==> config.mk <==
export PLATFORM = sky130hd
export DESIGN_NAME = frame_scheduler_flat
export DESIGN_NICKNAME = d
export VERILOG_FILES = /design/src/rtl/frame_sched_pkg.sv /design/src/rtl/frame_scheduler_if.sv /design/src/rtl/run_timer.sv /design/src/rtl/frame_scheduler.sv /design/src/flat_wrapper.sv
export SDC_FILE = /design/constraint.sdc
export NUM_CORES = 1
export LEC_CHECK = 0
export BUFFER_PORTS_ARGS = -buffer_cell sky130_fd_sc_hd__clkbuf_2
export CORE_MARGIN = 1.5
export CORE_UTILIZATION = 48
export CTS_CLUSTER_DIAMETER = 80
export DETAILED_ROUTE_END_ITERATION = 8
export GPL_TIMING_DRIVEN = 0
export PLACE_DENSITY = 0.75
export SETUP_SLACK_MARGIN = 0.02
export SYNTH_ARGS = -nofsm -noshare
export SYNTH_HDL_FRONTEND = slang
export SYNTH_HIERARCHICAL = 1
export SYNTH_SLANG_ARGS = --single-unit
==> constraint.sdc <==
create_clock -name clk -period 2.1 [get_ports clk]
set_clock_uncertainty 0.15 [all_clocks]
set_input_delay 0.105 -clock clk [delete_from_list [all_inputs] [get_ports clk]]
set_output_delay 0.105 -clock clk [all_outputs]
set_load 0.01 [all_outputs]
==> src/rtl/frame_sched_pkg.sv <==
// Shared types and timing helpers for the frame scheduler.
package frame_sched_pkg;

   typedef enum logic [2:0] {IDLE, CLEAR, RUN, CAPTURE, HOLD} fs_state_t;

   localparam int unsigned CLEAR_CYCLES = 2;

   // One network slot: two full weight sweeps plus two settle cycles.
   function automatic int unsigned slot_cycles(input int unsigned width);
      return (32'd1 << (width + 32'd1)) + 32'd2;
   endfunction

endpackage

==> src/rtl/frame_scheduler_if.sv <==
// Frame input and result output handshakes of the frame scheduler.
interface frame_scheduler_if #(
   parameter int unsigned HEIGHT = 7,
   parameter int unsigned BAL_W  = 11
);
   logic              frame_valid;
   logic              frame_ready;
   logic [HEIGHT-1:0] frame_pixels;
   logic              result_valid;
   logic              result_ready;
   logic [BAL_W-1:0]  result_balance;
   logic              result_neuron;

   modport master (
      output frame_valid, frame_pixels, result_ready,
      input  frame_ready, result_valid, result_balance, result_neuron
   );

   modport slave (
      input  frame_valid, frame_pixels, result_ready,
      output frame_ready, result_valid, result_balance, result_neuron
   );
endinterface

==> src/rtl/run_timer.sv <==
// Evaluation timer: cleared by load, counts while enabled, flags the final run cycle.
module run_timer #(
   parameter int unsigned COUNT = 3598
) (
   input  logic clk,
   input  logic rst,
   input  logic load,
   input  logic enable,
   output logic last_c
);
   localparam int unsigned CNT_W = (COUNT > 1) ? $clog2(COUNT) : 1;

   logic [CNT_W-1:0] count;

   assign last_c = enable && (count == CNT_W'(COUNT - 1));

   // Holds at the terminal value instead of wrapping.
   always_ff @(posedge clk or posedge rst) begin
      if (rst) begin
         count <= '0;
      end else if (load) begin
         count <= '0;
      end else if (enable && !last_c) begin
         count <= count + CNT_W'(1);
      end
   end
endmodule

==> src/rtl/frame_scheduler.sv <==
// Sequences the stochastic neuron network frame by frame: buffers one frame,
// resets and times the network evaluation, then presents balance/decision.
module frame_scheduler
   import frame_sched_pkg::*;
#(
   parameter int unsigned WIDTH  = 8,
   parameter int unsigned HEIGHT = 7,
   parameter int unsigned BAL_W  = $clog2(HEIGHT * ((2 ** WIDTH) - 1) + 1)
) (
   input  logic              clk,
   input  logic              rst,
   frame_scheduler_if.slave  bus,
   output logic [HEIGHT-1:0] net_pixels,
   output logic              net_rst_n,
   input  logic [BAL_W-1:0]  balance_in,
   input  logic              neuron_in,
   output logic              busy
);
   localparam int unsigned SLOT       = slot_cycles(WIDTH);
   localparam int unsigned RUN_CYCLES = HEIGHT * SLOT;
   localparam int unsigned CLR_W      = (CLEAR_CYCLES > 1) ? $clog2(CLEAR_CYCLES) : 1;

   fs_state_t         state, state_next;
   logic [HEIGHT-1:0] pending_pixels;
   logic [CLR_W-1:0]  clr_cnt;
   logic              pending_full;
   logic              accept_c, load_c, consume_c, run_en_c, run_last_c;

   // frame_ready is the inverted pending-full flag, so it never depends on frame_valid.
   assign pending_full = !bus.frame_ready;
   assign accept_c     = bus.frame_valid && bus.frame_ready;
   assign run_en_c     = (state == RUN);

   run_timer #(.COUNT(RUN_CYCLES)) u_run_timer (
      .clk    (clk),
      .rst    (rst),
      .load   (load_c),
      .enable (run_en_c),
      .last_c (run_last_c)
   );

   // Next-state and load/consume strobes.
   always_comb begin
      state_next = state;
      load_c     = 1'b0;
      consume_c  = 1'b0;
      case (state)
         IDLE: begin
            if (pending_full) begin
               load_c     = 1'b1;
               state_next = CLEAR;
            end
         end
         CLEAR: begin
            if (clr_cnt == CLR_W'(CLEAR_CYCLES - 1)) state_next = RUN;
         end
         RUN: begin
            if (run_last_c) state_next = CAPTURE;
         end
         CAPTURE: state_next = HOLD;
         HOLD: begin
            if (bus.result_ready) begin
               consume_c = 1'b1;
               if (pending_full) begin
                  load_c     = 1'b1;
                  state_next = CLEAR;
               end else begin
                  state_next = IDLE;
               end
            end
         end
         default: state_next = IDLE;
      endcase
   end

   always_ff @(posedge clk or posedge rst) begin
      if (rst) state <= IDLE;
      else     state <= state_next;
   end

   // Accept and load are exclusive: one needs the buffer empty, the other full.
   always_ff @(posedge clk or posedge rst) begin
      if (rst) begin
         bus.frame_ready <= 1'b1;
         pending_pixels  <= '0;
      end else if (load_c) begin
         bus.frame_ready <= 1'b1;
      end else if (accept_c) begin
         bus.frame_ready <= 1'b0;
         pending_pixels  <= bus.frame_pixels;
      end
   end

   // Network drive; net_pixels moves only on a load.
   always_ff @(posedge clk or posedge rst) begin
      if (rst) begin
         net_pixels <= '0;
         net_rst_n  <= 1'b0;
         busy       <= 1'b0;
         clr_cnt    <= '0;
      end else begin
         if (load_c) net_pixels <= pending_pixels;
         net_rst_n <= (state_next == RUN) || (state_next == CAPTURE);
         busy      <= (state_next != IDLE);
         clr_cnt   <= ((state == CLEAR) && (state_next == CLEAR)) ? clr_cnt + CLR_W'(1) : '0;
      end
   end

   always_ff @(posedge clk or posedge rst) begin
      if (rst) begin
         bus.result_valid   <= 1'b0;
         bus.result_balance <= '0;
         bus.result_neuron  <= 1'b0;
      end else if (state == CAPTURE) begin
         bus.result_valid   <= 1'b1;
         bus.result_balance <= balance_in;
         bus.result_neuron  <= neuron_in;
      end else if (consume_c) begin
         bus.result_valid   <= 1'b0;
      end
   end
endmodule
==> src/flat_wrapper.sv <==
// flat-port wrapper written by rule: the top's interface ports become plain ports
module frame_scheduler_flat import frame_sched_pkg::*;
#(
   parameter int unsigned WIDTH  = 8,
   parameter int unsigned HEIGHT = 7,
   parameter int unsigned BAL_W  = $clog2(HEIGHT * ((2 ** WIDTH) - 1) + 1)
)
  (clk, rst, net_pixels, net_rst_n, balance_in, neuron_in, busy, bus_frame_valid, bus_frame_pixels, bus_result_ready, bus_frame_ready, bus_result_valid, bus_result_balance, bus_result_neuron);
  frame_scheduler_if #(.HEIGHT(HEIGHT), .BAL_W(BAL_W)) bus_i ();
  input  logic clk;
  input  logic rst;
  output logic [HEIGHT-1:0] net_pixels;
  output logic net_rst_n;
  input  logic [BAL_W-1:0] balance_in;
  input  logic neuron_in;
  output logic busy;
  input wire logic [$bits(bus_i.frame_valid)-1:0] bus_frame_valid;
  input wire logic [$bits(bus_i.frame_pixels)-1:0] bus_frame_pixels;
  input wire logic [$bits(bus_i.result_ready)-1:0] bus_result_ready;
  output wire logic [$bits(bus_i.frame_ready)-1:0] bus_frame_ready;
  output wire logic [$bits(bus_i.result_valid)-1:0] bus_result_valid;
  output wire logic [$bits(bus_i.result_balance)-1:0] bus_result_balance;
  output wire logic [$bits(bus_i.result_neuron)-1:0] bus_result_neuron;
  assign bus_i.frame_valid = bus_frame_valid;
  assign bus_i.frame_pixels = bus_frame_pixels;
  assign bus_i.result_ready = bus_result_ready;
  assign bus_frame_ready = bus_i.frame_ready;
  assign bus_result_valid = bus_i.result_valid;
  assign bus_result_balance = bus_i.result_balance;
  assign bus_result_neuron = bus_i.result_neuron;
  frame_scheduler #(.WIDTH(WIDTH), .HEIGHT(HEIGHT), .BAL_W(BAL_W)) u_core (.clk(clk), .rst(rst), .bus(bus_i), .net_pixels(net_pixels), .net_rst_n(net_rst_n), .balance_in(balance_in), .neuron_in(neuron_in), .busy(busy));
endmodule
==> impl_metrics.tcl <==
set metrics [dict create \
    status "completed" \
    ant_nets 0 \
    required_ns 2.13 \
    power_w 0.00358 \
    syn_inst 165 \
    finalHoldViolCount 0 \
    regArea_sq_um 1150 \
    yosys-top-cells-count "dfrtp_1, mux2_2, nor2_1, inv_1" \
    gp_congestion 0.774 \
    max_freq_mhz 490 \
    ff2ff_setup_slack_ns 0.06 \
    ys_ff_latch 46 \
    clk_pin_slew_ns 0.08 \
    viasPerCell 5.42 \
    finalWirelength_um 4440 \
    combPwrFrac_pct 43.6 \
    min_period_ns 2.04 \
    firstDrtPassIters 4 \
    hpwl_um 2810 \
    areaGrowthSynthToFinish_pct 32.9 \
    maxSlewHeadroom_pct 53.0 \
    utilization_pct 68.2 \
    synth_seq_area_share_pct 54.5 \
    syn_nets 190 \
    clkLatencyLatePin_ns 0.29 \
    synth_area_per_cell_sq_um 12.8 \
    worstSetupPathType "reg2reg" \
    worst-path-max-fanout 10 \
    cts-htree-levels 2 \
    peakVddDrop_mv 0.533 \
    fillers 299 \
    die_w_um 69.4 \
    cp-start-kind "register" \
    power.leakage_nw 1.30 \
    tritoncts "done" \
    grt_pass1_wl_um 7230 \
    nNetsFinal 270 \
    synth_top_flop_cell "dfrtp_1" \
    avgRoutedWirePerCell_um 15.0 \
    slew_viol_final 0 \
    start_util_pct 51.4 \
    p_int_w 0.00239 \
    p_sw_w 0.00119 \
    yosysTopAreaCell "dfrtp_1" \
    io_pins 46 \
    cts_buffers 5 \
    diodes 0 \
    die-area_sq_um 4810 \
    power_density_nw_per_um2 1270 \
    swShare_pct 33.2 \
    first_iter_violations 66 \
    clockRootBuffer "clkbuf_8" \
    cts.sinks 46 \
    multi_input_area_sq_um 925 \
    io_buffers 45 \
    final_min_period_over_clock_period_pct 97.1 \
    synth_top_area_share_pct 53.3 \
    yosysMostFrequentCell "dfrtp_1" \
    yosysWarnings 6 \
    synth_edf_count 0 \
    grt_pass1_vias 1582 \
    core_sq_um 4120 \
    vias 1603 \
    netlist_area_sq_um 2110 \
    endpoint_kind "register" \
    die_y_um 69.4 \
    grt_start_max_net_pins 35 \
    worst_slew_pin_slew_ns 0.704 \
    drive_gt1_share_pct 45.9 \
    grt.overflow.total 0 \
    p_clk_share_pct 15.3 \
    maxCapViolations 0 \
    cts_buffer_depth 2 \
    worst_hold_path_type "in2async" \
    rsz0062_at_grt "true" \
    seq_power_share_pct 41.1 \
    finalSetupViolCount 0 \
    async_flop_share_pct 100 \
    crit_arrival_ns 2.07 \
    track_usage_pct 18.8 \
    rows 23 \
    grt_antenna_before_repair 0 \
    drc 0 \
    synth.distinct_cells 41 \
    yosys-top-cells-area "dfrtp_1, mux2_2, mux2_4" \
]
stage by stage:
| stage | hold slack, ns | instances | setup TNS (ns) | setup WS, ns | area, sq um |
|---|---|---|---|---|---|
| after floorplan | -0.180 | 165 | 0 | 0.0959 | 2110 |
| after global placement | -0.00994 | 260 | -0.143 | -0.0811 | 2400 |
| after detailed placement | -0.00315 | 260 | -0.286 | -0.110 | 2400 |
| after CTS | 0.226 | 290 | 0 | 0.00791 | 2730 |
| after global routing | 0.280 | 296 | -0.109 | -0.0389 | 2810 |
| final | 0.226 | 296 | 0 | 0.0605 | 2810 |
final timing paths:
path                                 start                     endpoint  cells past startpoint
max                        u_core/state[0]  u_core/u_run_timer/count[1]                      6
min                                    rst  u_core/u_run_timer/count[7]                      3
max reg2reg                u_core/state[0]  u_core/u_run_timer/count[1]                      6
min reg2reg                 u_core/clr_cnt               u_core/clr_cnt                      1
max in group asynchronous              rst              u_core/state[2]                      3
min in group clk            u_core/clr_cnt               u_core/clr_cnt                      1
kinds of logic (layout without fill, tap and decap cells):
family	Yosys count	after routing	share of synthesized area (%)
AO/OA/AOI/OAI	26	26	8.53
adder cells (fa/ha/maj)	2	2	1.18
buffers and inverters	13	94	3.55
flip-flops	46	46	54.5
multiplexers	28	28	16.0
AND/OR/NAND/NOR	50	50	16.2
final cells by class:
class / instances / area share, %
multi-input cells: 106 / 32.9
flip-flops and latches: 46 / 41.1
well taps: 50 / 2.23
repair buffers: 73 / 17.5
inverters: 9 / 1.34
clock inverters: 1 / 0.178
plain buffers: 4 / 1.65
clock buffers: 7 / 3.07
registers in the layout, indices dropped and copies added (netlist names):
name / cells
u_core/net_rst_n: 1
u_core/state: 3
u_core/bus.result_balance: 11
u_core/net_pixels: 7
u_core/bus.result_neuron: 1
u_core/busy: 1
u_core/pending_pixels: 7
u_core/u_run_timer/count: 12
u_core/bus.result_valid: 1
u_core/bus.frame_ready: 1
u_core/clr_cnt: 1
routing by layer:
| layer | vias up | track usage (%) | routed length (um) |
|---|---|---|---|
| met5 | - | 0 | 0 |
| met4 | 0 | 5.23 | 44 |
| met3 | 5 | 4.51 | 126 |
| met2 | 31 | 32.7 | 2370 |
| met1 | 801 | 23.2 | 1900 |
| li1 | 766 | - | - |
worst max-delay path: stages, from the launching register on:
cell and delay [ns]:
dfrtp_2 0.45, or4_4 0.55, buf_8 0.17, clkinvlp_4 0.15
buf_8 0.15, nor2_1 0.05, mux2_2 0.25
cell usage in the layout, fill, tap and decap left out, drive strengths merged, types with 2 or more instances in the layout:
cell type,instances
ha,2
dlygate4sd3,22
nand2,8
nand4,4
mux2,28
nor2b,2
nor2,10
inv,8
dfrtp,45
nand3,2
nor4,2
or4,7
o31ai,6
a211oi,3
o21ai,4
buf,10
or2,2
nand2b,2
clkbuf,52
or3,3
a21oi,8
what timing repair did:
| item | 4_1_cts | 5_1_grt |
|---|---|---|
| endpoints found under the hold margin | 33 | 0 |
| hold buffers | 22 | 0 |
| setup endpoints to repair | 5 | 6 |
| resized for setup | 5 | 6 |
| pin swaps | 0 | 2 |
| setup buffers | 0 | 6 |
power by group through the flow:
stage	sequential, W	clock, W	combinational (W)
after floorplan	0.00156	0	0.000877
after global placement	0.00147	0	0.00134
after detailed placement	0.00149	0	0.00137
after CTS	0.00148	0.000563	0.00142
after global routing	0.00153	0.000608	0.00168
final	0.00147	0.000547	0.00156
(Power assumes the default switching activity.)
